$ cat src/rtl/i2s_serialiser.sv
// Stereo I2S transmitter: 64-BCLK frame (two 32-BCLK slots), MSB first with one-BCLK delay,
// and a once-per-frame sample_req strobe that paces the upstream sample generators.
module i2s_serialiser #(
  parameter int DW        = 16,
  parameter int BCLK_HALF = 8
) (
  input  logic          clk,
  input  logic          reset_n,
  input  logic [DW-1:0] audio_l,
  input  logic [DW-1:0] audio_r,
  input  logic          mute,
  output logic          sample_req,
  output logic          i2s_bclk,
  output logic          i2s_lrclk,
  output logic          i2s_sdata
);

  localparam int DIVW = $clog2(BCLK_HALF);

  logic [DIVW-1:0] r_div_cnt;
  logic [5:0]      r_bit_cnt;
  logic [DW-1:0]   r_l;
  logic [DW-1:0]   r_r;
  logic            r_bclk;
  logic            r_lrclk;
  logic            r_sdata;
  logic            r_req;

  logic            w_wrap;
  logic            w_fall;
  logic [5:0]      w_k;
  logic [31:0]     w_slot;
  logic            w_bit;

  assign w_wrap = (r_div_cnt == DIVW'(BCLK_HALF - 1));
  assign w_fall = w_wrap & r_bclk;
  assign w_k    = r_bit_cnt + 6'd1;

  // Slot word has a zero at position 0, then the sample MSB-first, then zero padding.
  assign w_slot = (w_k[5] ? 32'(r_r) : 32'(r_l)) << (31 - DW);
  assign w_bit  = w_slot[5'd31 - w_k[4:0]];

  always_ff @(posedge clk or negedge reset_n) begin
    if (!reset_n) begin
      r_div_cnt <= '0;
      r_bit_cnt <= 6'd63;
      r_l       <= '0;
      r_r       <= '0;
      r_bclk    <= 1'b0;
      r_lrclk   <= 1'b0;
      r_sdata   <= 1'b0;
      r_req     <= 1'b0;
    end else begin
      r_div_cnt <= w_wrap ? '0 : r_div_cnt + DIVW'(1);
      r_req     <= w_fall && (w_k == 6'd32);
      if (w_wrap) begin
        r_bclk <= ~r_bclk;
      end
      if (w_fall) begin
        r_bit_cnt <= w_k;
        r_lrclk   <= w_k[5];
        r_sdata   <= w_bit;
        // Latch at k == 0; that bit is padding, so the new value is first used at k == 1.
        if (w_k == 6'd0) begin
          r_l <= mute ? '0 : audio_l;
          r_r <= mute ? '0 : audio_r;
        end
      end
    end
  end

  assign sample_req = r_req;
  assign i2s_bclk   = r_bclk;
  assign i2s_lrclk  = r_lrclk;
  assign i2s_sdata  = r_sdata;

endmodule

$ cat config.mk
export PLATFORM = sky130hd
export DESIGN_NAME = i2s_serialiser
export DESIGN_NICKNAME = d
export VERILOG_FILES = /design/src/rtl/i2s_serialiser.sv
export SDC_FILE = /design/constraint.sdc
export NUM_CORES = 1
export LEC_CHECK = 0
export BUFFER_PORTS_ARGS = -buffer_cell sky130_fd_sc_hd__buf_4
export CELL_PAD_IN_SITES_DETAIL_PLACEMENT = 0
export CELL_PAD_IN_SITES_GLOBAL_PLACEMENT = 2
export CORE_MARGIN = 2
export CORE_UTILIZATION = 37
export DETAILED_ROUTE_END_ITERATION = 8
export GPL_TIMING_DRIVEN = 0
export PLACE_DENSITY_LB_ADDON = 0.3
export SLEW_MARGIN = 20
export SYNTH_ARGS = -nofsm -noshare
export SYNTH_HDL_FRONTEND = slang
export SYNTH_SLANG_ARGS = --single-unit
$ cat constraint.sdc
create_clock -name clk -period 6.3 [get_ports clk]
set_input_delay 1.26 -clock clk [delete_from_list [all_inputs] [get_ports clk]]
set_output_delay 1.26 -clock clk [all_outputs]
set_load 0.005 [all_outputs]
==> results of run 1 <==
-- routing by layer --
| layer | up-vias | GRT usage, % | share of wire, % |
|---|---|---|---|
| met5 | - | 0 | 0 |
| met3 | 6 | 3.18 | 3.8 |
| met4 | 0 | 4.62 | 1.1 |
| li1 | 992 | - | - |
| met2 | 39 | 27.0 | 47 |
| met1 | 927 | 24.8 | 48 |
-- per-stage QoR --
stage | setup slack (ns) | hold slack, ns
6_report | 3.71 | 0.432
5_1_grt | 3.50 | 0.461
4_1_cts | 3.69 | 0.436
3_5_place_dp | 3.71 | 0.425
3_3_place_gp | 3.68 | 0.414
2_1_floorplan | 4.08 | 0.403
-- power groups by stage --
| stage | Clock, W | Combinational (W) | Sequential (W) |
|---|---|---|---|
| 2_1_floorplan | 0 | 0.00000819 | 0.000294 |
| 3_3_place_gp | 0 | 0.0000316 | 0.000294 |
| 3_5_place_dp | 0 | 0.0000321 | 0.000294 |
| 4_1_cts | 0.000233 | 0.0000322 | 0.000289 |
| 5_1_grt | 0.000243 | 0.0000356 | 0.000289 |
| 6_report | 0.000226 | 0.0000311 | 0.000289 |
-- path summary, 6_finish.rpt --
check,startpoint,end,depth (start not counted),slack [ns]
setup reg to reg,r_bit_cnt[1],r_l[3],9,3.71
hold / removal,r_div_cnt[0],r_div_cnt[0],1,0.43
setup / recovery,r_bit_cnt[1],r_l[3],9,3.71
min in group asynchronous,reset_n,r_div_cnt[2],1,0.95
hold reg to reg,r_div_cnt[0],r_div_cnt[0],1,0.43
max in group asynchronous,reset_n,r_bit_cnt[5],1,4.95
-- layout make-up --
type | count | area (µm²)
buffer | 19 | 90.1
clock buffer | 7 | 86.3
clock inverter | 1 | 30.0
fill | 642 | 3420
inverter | 2 | 7.51
multi-input combinational | 196 | 1230
sequential | 45 | 1130
tap | 77 | 96.3
timing repair buffer | 38 | 285
-- kinds of logic (layout without fill, tap and decap cells) --
family / after synthesis / count (layout) / synth area share [%]
fa+ha+maj: 4 / 4 / 2.03
buf+inv: 21 / 67 / 3.96
mux: 12 / 12 / 5.59
flops: 45 / 45 / 46.0
simple gates: 106 / 106 / 22.2
compound gates: 63 / 63 / 15.5
xor+xnor: 11 / 11 / 4.67
-- state kept, by name, summed over array words and instances, names as in the netlist --
| signal | count |
|---|---|
| r_l | 16 |
| r_r | 16 |
| r_bit_cnt | 6 |
| r_div_cnt | 3 |
| i2s_bclk | 1 |
| i2s_lrclk | 1 |
| i2s_sdata | 1 |
| sample_req | 1 |
-- worst max-delay path: cells and delay by family (launching register included) --
kind | cells | cell delay (ns)
adder cells (fa/ha/maj) | 1 | 0.16
XOR/XNOR | 1 | 0.16
AO/OA/AOI/OAI | 1 | 0.08
buffers and inverters | 2 | 0.60
AND/OR/NAND/NOR | 4 | 0.88
flip-flops | 1 | 0.59
-- placed cells by master (no fill, tap or decap), types with 2 or more instances in the layout --
| cell type | count |
|---|---|
| a21oi_1 | 3 |
| mux2i_1 | 7 |
| nand2_1 | 39 |
| buf_4 | 42 |
| nor2_1 | 11 |
| nand2b_1 | 33 |
| clkbuf_8 | 6 |
| inv_1 | 2 |
| mux2_2 | 4 |
| buf_2 | 3 |
| o21ai_0 | 37 |
| xor2_1 | 4 |
| dfstp_2 | 6 |
| dfrtp_1 | 39 |
| ha_1 | 4 |
| o31ai_1 | 2 |
| a211oi_1 | 2 |
| xnor2_1 | 6 |
| a31o_2 | 2 |
| clkbuf_1 | 13 |
| nand3_1 | 7 |
| and4b_1 | 2 |
| nor3_1 | 5 |
| o21ai_1 | 3 |
==> results.py, run 1 <==
metrics = {
    "run_status": {
        "status": "complete, no violations",
    },
    "detailed_routing": {
        "drcViolationCount": 0,
        "viasPerCell": 5.10,
        "first_pass_iters": 4,
        "vias": 1964,
        "drt-total-wl_um": 5740,
        "drtIter0Drc": 117,
        "wl_per_cell_um": 14.9,
        "antenna_left": 0,
    },
    "hold_path": {
        "hp-class": "flop to flop",
    },
    "sta": {
        "fin_crit_sh_pct": 41.0,
        "setup_viol": 0,
        "rsz0062_at_grt": "false",
        "worst_pin_slew_ns": 0.577,
        "fin_crit_ns": 2.59,
        "relSlewSlack_pct": 61.5,
        "slew_violations": 0,
        "fin_skew_ns": 0.00644,
        "fin_setup_tns_ns": 0,
        "finalHoldViolCount": 0,
        "fmax_ghz": 0.387,
    },
    "finish": {
        "instances_no_fill": 385,
        "final_core_util_pct": 46.4,
        "design_area_um2": 2960,
        "finalNetCount": 346,
        "syn2layout_area_growth_pct": 20.2,
        "drive_gt1_share_pct": 22.4,
        "diodes": 0,
    },
    "clocking": {
        "clk_path_buf_depth": 2,
        "htreeDepth": 2,
        "cts.sinks": 45,
        "tritoncts": "yes",
        "cts_hold_buffers": 0,
        "cts_resized": 0,
        "cts_setup_buffers": 0,
        "cts_buffers": 5,
        "clkSlewWorstSetupHoldPaths_ns": 0.09,
        "worstSkewPairLatency_ns": 0.30,
        "root_buffer": "clkbuf_8",
    },
    "die": {
        "dieArea_um2": 7330,
        "num_rows": 29,
        "coreArea_um2": 6390,
        "die_w_um": 85.6,
        "die_h_um": 85.6,
        "start_util_pct": 38.6,
        "pin_count": 39,
    },
    "placed_design": {
        "place_congestion": 0.902,
        "dp_cells": 377,
        "port_buffers": 38,
        "hpwl_um": 4290,
        "placed_cell_area_um2": 2850,
    },
    "worst_setup_path": {
        "cp_data_required_time_ns": 6.47,
        "end_kind": "flop",
        "crit_type": "flop to flop",
        "crit_slowest_cell": "dfstp_2",
        "critPathMaxFanout": 10,
        "worstPathArrival_ns": 2.76,
        "crit_path_max_incr_delay_ns": 0.59,
        "crit_chain": "ha_1 -> clkbuf_1 -> nand3_1 -> xnor2_1 -> nor2_1 -> nand4_2 -> clkbuf_1 -> nand2_1 -> o21ai_0",
        "crit_top_cell": "clkbuf_1",
        "worstSetupStartpointType": "flop",
    },
    "global_routing": {
        "grt_use_total_pct": 17.3,
        "antenna_found_initial": 0,
        "grt_pass1_wl_um": 9960,
        "globalRouteOverflowTotal": 0,
        "grt_max_degree": 46,
        "grt_pass1_vias": 1978,
    },
    "synth": {
        "synth_common_cells": "dfrtp_1, nand2_1, o21ai_0",
        "netlist_area_um2": 2460,
        "syn_area_per_cell_um2": 9.40,
        "synth.top_cell.area_share_pct": 39.6,
        "synthCells": 262,
        "async_reset_ff_share_pct": 100,
        "ys_ff_latch": 45,
        "ys_seq_area_share_pct": 46.0,
        "ys_warn_count": 0,
        "ys_types": 48,
        "synth_edf_count": 0,
        "synth_nets": 301,
        "synth_top_cell_by_area": "dfrtp_1",
        "synth_ff_type": "dfrtp_1",
        "synthTopCellsByArea": "dfrtp_1, nand2b_1, o21ai_0, dfstp_2, nand2_1",
    },
    "pwr": {
        "power.internal_w": 0.000437,
        "p_leak_nw": 1.34,
        "swShare_pct": 20.0,
        "power_density_nw_per_um2": 184,
        "peakVddDrop_uv": 102,
        "comb_power_share_pct": 5.7,
        "pwr-share-seq_pct": 52.9,
        "clock_power_share_pct": 41.4,
        "p_sw_w": 0.000109,
        "finalPower_w": 0.000546,
    },
    "flow_run": {
        "maxCapViolCount": 0,
    },
}
Power figures use the tool's default switching activity.
==> run 2: changes to the inputs <==
--- a/config.mk
+++ b/config.mk
@@ -9,7 +9,7 @@
 export CELL_PAD_IN_SITES_DETAIL_PLACEMENT = 0
 export CELL_PAD_IN_SITES_GLOBAL_PLACEMENT = 2
 export CORE_MARGIN = 2
-export CORE_UTILIZATION = 37
+export CORE_UTILIZATION = 35
 export DETAILED_ROUTE_END_ITERATION = 8
 export GPL_TIMING_DRIVEN = 0
 export PLACE_DENSITY_LB_ADDON = 0.3
==> constraint.sdc (replaced) <==
create_clock -name clk -period 2.6 [get_ports clk]
set_input_delay 0.52 -clock clk [delete_from_list [all_inputs] [get_ports clk]]
set_output_delay 0.52 -clock clk [all_outputs]
set_load 0.005 [all_outputs]
==> results.py, run 2 (same netlist as run 1, synthesis figures left out) <==
metrics = {
    "run_status": {
        "status": "complete, no violations",
    },
    "clocking": {
        "cts_buffers": 5,
        "tritoncts": "yes",
        "clk_path_buf_depth": 2,
        "worstSkewPairLatency_ns": 0.29,
        "cts_hold_buffers": 0,
        "cts.sinks": 45,
        "htreeDepth": 2,
        "root_buffer": "clkbuf_8",
        "clkSlewWorstSetupHoldPaths_ns": 0.08,
    },
    "finish": {
        "design_area_um2": 2990,
        "final_cell_mix": "buf_4, nand2_1, dfrtp_1",
        "final_core_util_pct": 44.0,
        "final_common_cell": "buf_4",
        "diodes": 0,
        "finalNetCount": 347,
        "fill_cells": 682,
        "top_regs": "r_l (16), r_r (16), r_bit_cnt (6)",
        "drive_gt1_share_pct": 23.6,
        "syn2layout_area_growth_pct": 21.3,
    },
    "pwr": {
        "pwr-share-seq_pct": 58.5,
        "power.internal_w": 0.000931,
        "comb_power_share_pct": 6.3,
        "p_sw_w": 0.000264,
        "p_leak_nw": 1.34,
        "peakVddDrop_uv": 180,
        "clock_power_share_pct": 35.2,
        "swShare_pct": 22.1,
        "power_density_nw_per_um2": 400,
    },
    "sta": {
        "fmax_ghz": 0.403,
        "worst_pin_slew_ns": 0.575,
        "relSlewSlack_pct": 61.6,
        "fin_skew_ns": 0.00597,
        "slew_violations": 0,
        "fin_crit_sh_pct": 95.4,
        "whs_ns": 0.214,
        "setup_viol": 0,
        "fin_crit_ns": 2.48,
        "finalHoldViolCount": 0,
    },
    "detailed_routing": {
        "drcViolationCount": 0,
        "first_pass_iters": 4,
        "vias": 1956,
        "wl_per_cell_um": 14.1,
        "drt-total-wl_um": 5720,
        "viasPerCell": 4.83,
        "antenna_left": 0,
        "drtIter0Drc": 90,
    },
    "worst_setup_path": {
        "crit_type": "flop to flop",
        "setup.worst_path.start": "r_bit_cnt[0]",
        "worstSetupStartpointType": "flop",
        "crit_path_max_incr_delay_ns": 0.55,
        "critPathMaxFanout": 10,
        "crit_slowest_cell": "dfstp_2",
        "end_kind": "flop",
        "reg2reg_from": "r_bit_cnt[0]",
        "worstPathArrival_ns": 2.66,
        "cp_data_required_time_ns": 2.78,
        "critical_path_depth": 8,
        "rr_endpoint": "i2s_sdata",
        "crit_chain": "buf_4 -> and4_1 -> buf_4 -> nand2_4 -> xor2_4 -> mux4_2 -> a211oi_2 -> o31ai_1",
        "path_buf_inv": 2,
        "worstRegToRegCells": 8,
        "rrSetupSlack_ns": 0.12,
        "crit_family": "flip-flops",
        "crit_top_cell": "buf_4",
    },
    "placed_design": {
        "placed_cell_area_um2": 2870,
        "hpwl_um": 4290,
        "port_buffers": 38,
        "place_congestion": 0.895,
    },
    "global_routing": {
        "grt_pass1_wl_um": 9850,
        "globalRouteOverflowTotal": 0,
        "antenna_found_initial": 0,
        "grt_pass1_vias": 1960,
        "grt_max_degree": 46,
        "grt_use_total_pct": 16.5,
    },
    "die": {
        "num_rows": 30,
        "die_w_um": 87.9,
        "coreArea_um2": 6790,
        "pin_count": 39,
        "start_util_pct": 36.3,
        "die_h_um": 87.9,
        "dieArea_um2": 7730,
    },
    "hold_path": {
        "hp-class": "input port to async pin",
    },
    "flow_run": {
        "maxCapViolCount": 0,
    },
}
## run 2: changes by cell type in the layout (fill, tap and decap cells not counted), sizes merged
cell	delta
buf	+3
bufinv	-1
clkbuf	-3
clkinv	+2
## run 2: cell type report
type | count | area [µm²] | share of cell area, %
Tap cell | 96 | 120 | 4.02
Clock inverter | 2 | 10.0 | 0.335
Timing Repair Buffer | 40 | 313 | 10.5
Clock buffer | 6 | 72.6 | 2.43
Buffer | 18 | 87.6 | 2.93
Inverter | 2 | 7.51 | 0.251
Sequential cell | 45 | 1130 | 37.9
Multi-Input combinational cell | 196 | 1240 | 41.6
## run 2: what timing repair did
action	4_1_cts	5_1_grt
resized for setup	1	4
setup endpoints to repair	29	33
setup buffers	0	2
## run 2: worst reg2reg max path: stages, from the launching register on
cell,delay (ns)
dfstp_2,0.55
buf_4,0.16
and4_1,0.20
buf_4,0.14
nand2_4,0.10
xor2_4,0.26
mux4_2,0.55
a211oi_2,0.31
o31ai_1,0.10
## run 2: stage by stage
step	worst slack [ns]	cells	power [W]	TNS (ns)
final	0.119	405	0.00119	0
after global routing	-0.00470	405	0.00125	-0.00470
after CTS	0.0253	404	0.00121	0
after detailed placement	-0.0525	396	0.000791	-0.556
after global placement	-0.0819	396	0.000790	-2.18
after floorplan	0.382	262	0.000733	0
## run 2: power groups by stage
stage | Sequential [W] | Clock (W) | Combinational (W)
2_1_floorplan | 0.000713 | 0 | 0.0000198
3_3_place_gp | 0.000713 | 0 | 0.0000771
3_5_place_dp | 0.000713 | 0 | 0.0000778
4_1_cts | 0.000700 | 0.000435 | 0.0000778
5_1_grt | 0.000700 | 0.000466 | 0.0000862
6_report | 0.000700 | 0.000420 | 0.0000751
## run 2: worst max-delay path by stage
stage,endpoint,slack (ns)
after detailed placement,r_l[4],-0.05
after floorplan,i2s_sdata,0.38
final,i2s_sdata,0.12
after global placement,r_r[12],-0.08
after CTS,i2s_sdata,0.03
after global routing,i2s_sdata,-0.005
## run 2: per-layer routing
| layer | vias to the layer above | global-route usage [%] | share of wire [%] |
|---|---|---|---|
| met5 | - | 0 | 0 |
| met4 | 0 | 4.20 | 1.0 |
| met3 | 7 | 3.68 | 4.4 |
| li1 | 996 | - | - |
| met1 | 915 | 23.0 | 48 |
| met2 | 38 | 26.2 | 47 |
==> run 3: changes to the inputs <==
--- a/config.mk
+++ b/config.mk
@@ -8,7 +8,6 @@
 export BUFFER_PORTS_ARGS = -buffer_cell sky130_fd_sc_hd__buf_4
 export CELL_PAD_IN_SITES_DETAIL_PLACEMENT = 0
 export CELL_PAD_IN_SITES_GLOBAL_PLACEMENT = 2
-export CORE_MARGIN = 2
 export CORE_UTILIZATION = 35
 export DETAILED_ROUTE_END_ITERATION = 8
 export GPL_TIMING_DRIVEN = 0
==> results.py, run 3 (same netlist as run 1, synthesis figures left out) <==
metrics = {
    "detailed_routing": {
        "antenna_left": 0,
        "wl_met3_um": 239,
        "routed.top_layer": "met4",
        "first_pass_iters": 4,
        "viasPerCell": 4.92,
        "vias": 1991,
        "drcViolationCount": 0,
        "wl_per_cell_um": 14.5,
        "m1WireLength_um": 2900,
        "dr_wl_met2_um": 2680,
        "drtIter0Drc": 103,
        "drt-total-wl_um": 5880,
    },
    "die": {
        "start_util_pct": 36.3,
        "dieArea_um2": 7380,
        "num_rows": 30,
        "pin_count": 39,
        "die_w_um": 85.9,
        "die_h_um": 85.9,
        "coreArea_um2": 6790,
    },
    "pwr": {
        "swShare_pct": 22.7,
        "pwr-share-seq_pct": 58.1,
        "comb_power_share_pct": 6.3,
        "power.internal_w": 0.000931,
        "power_density_nw_per_um2": 404,
        "clock_power_share_pct": 35.6,
        "p_leak_nw": 1.33,
        "peakVddDrop_uv": 208,
        "p_sw_w": 0.000273,
    },
    "finish": {
        "final_core_util_pct": 43.8,
        "drive_gt1_share_pct": 23.3,
        "syn2layout_area_growth_pct": 20.9,
        "design_area_um2": 2980,
        "fill_cells": 699,
        "finalNetCount": 347,
        "final_cell_mix": "buf_4, nand2_1, dfrtp_1",
        "top_regs": "r_l (16), r_r (16), r_bit_cnt (6)",
        "diodes": 0,
        "final_common_cell": "buf_4",
    },
    "clocking": {
        "root_buffer": "clkbuf_8",
        "cts.sinks": 45,
        "clk_path_buf_depth": 2,
        "htreeDepth": 2,
        "clkSlewWorstSetupHoldPaths_ns": 0.08,
        "tritoncts": "yes",
        "cts_buffers": 5,
        "worstSkewPairLatency_ns": 0.30,
    },
    "run_status": {
        "status": "complete, no violations",
    },
    "global_routing": {
        "grt_pass1_vias": 1910,
        "grt_max_degree": 46,
        "grt_use_total_pct": 17.5,
        "globalRouteOverflowTotal": 0,
        "grt_pass1_wl_um": 9810,
        "antenna_found_initial": 0,
    },
    "sta": {
        "fmax_ghz": 0.402,
        "setup_viol": 0,
        "worst_pin_slew_ns": 0.588,
        "relSlewSlack_pct": 60.8,
        "slew_violations": 0,
        "rsz0062_at_grt": "false",
        "fin_skew_ns": 0.00767,
        "fin_crit_sh_pct": 95.7,
        "fin_crit_ns": 2.49,
        "finalHoldViolCount": 0,
        "whs_ns": 0.210,
    },
    "worst_setup_path": {
        "setup.worst_path.start": "r_bit_cnt[0]",
        "rr_endpoint": "i2s_sdata",
        "cp_data_required_time_ns": 2.78,
        "worstSetupStartpointType": "flop",
        "worstPathArrival_ns": 2.67,
        "critPathMaxFanout": 10,
        "worstRegToRegCells": 8,
        "rrSetupSlack_ns": 0.11,
        "crit_path_end": "i2s_sdata",
        "end_kind": "flop",
        "crit_type": "flop to flop",
        "reg2reg_from": "r_bit_cnt[0]",
    },
    "placed_design": {
        "place_congestion": 0.858,
        "placed_cell_area_um2": 2870,
        "hpwl_um": 4300,
        "port_buffers": 38,
    },
    "flow_run": {
        "maxCapViolCount": 0,
    },
    "hold_path": {
        "hp-class": "input port to async pin",
    },
}
-- run 3: repair_timing --
action                                  4_1_cts  5_1_grt
cloned                                        0        0
hold buffers                                  0        0
pin swaps                                     0        1
endpoints found under the setup margin       22       33
resized for setup                             1        2
buffers inserted                              0        2
-- run 3: cell type report --
type	instances	area (µm²)	area share (%)
Timing Repair Buffer	40	300	10.1
Inverter	2	7.51	0.252
Tap cell	96	120	4.03
Clock buffer	6	72.6	2.44
Buffer	18	90.1	3.03
Multi-Input combinational cell	196	1240	41.8
Sequential cell	45	1130	38.1
Clock inverter	2	10.0	0.336
-- run 3: power groups by stage --
stage / logic (W) / clock network [W] / registers (W)
6_report: 0.0000756 / 0.000429 / 0.000700
5_1_grt: 0.0000858 / 0.000469 / 0.000700
4_1_cts: 0.0000782 / 0.000441 / 0.000700
3_5_place_dp: 0.0000781 / 0 / 0.000713
3_3_place_gp: 0.0000770 / 0 / 0.000713
2_1_floorplan: 0.0000198 / 0 / 0.000713
-- run 3: worst max-delay path, cell delays in order (launching register included) --
cell,delay (ns)
dfstp_2,0.56
buf_6,0.14
and4_1,0.21
buf_4,0.15
nand2_4,0.11
xor2_4,0.30
mux4_2,0.56
a211oi_2,0.26
o31ai_1,0.09
-- run 3: worst min-delay path by stage --
stage / depth (start not counted) / slack, ns / start / endpoint
after floorplan: 0 / 0.22 / reset_n / i2s_bclk
after global routing: 1 / 0.26 / reset_n / r_div_cnt[2]
after detailed placement: 1 / 0.43 / r_div_cnt[0] / r_div_cnt[0]
final: 1 / 0.21 / reset_n / r_div_cnt[2]
after CTS: 1 / 0.24 / reset_n / r_l[10]
after global placement: 1 / 0.42 / r_div_cnt[0] / r_div_cnt[0]
-- run 3: per-layer routing --
layer / vias to the layer above / track usage [%]
met5: - / 0
met4: 0 / 5.00
met1: 943 / 24.7
met2: 47 / 27.6
met3: 7 / 2.89
li1: 994 / -
-- run 3: metrics by stage --
stage          setup slack (ns)  std cells  total power (W)  setup TNS [ns]
6_report                  0.111        405          0.00120               0
4_1_cts                 0.00855        404          0.00122               0
3_3_place_gp            -0.0271        396         0.000790          -0.538
3_5_place_dp            -0.0471        396         0.000791          -0.295
5_1_grt                  0.0155        405          0.00125               0
2_1_floorplan             0.382        262         0.000733               0
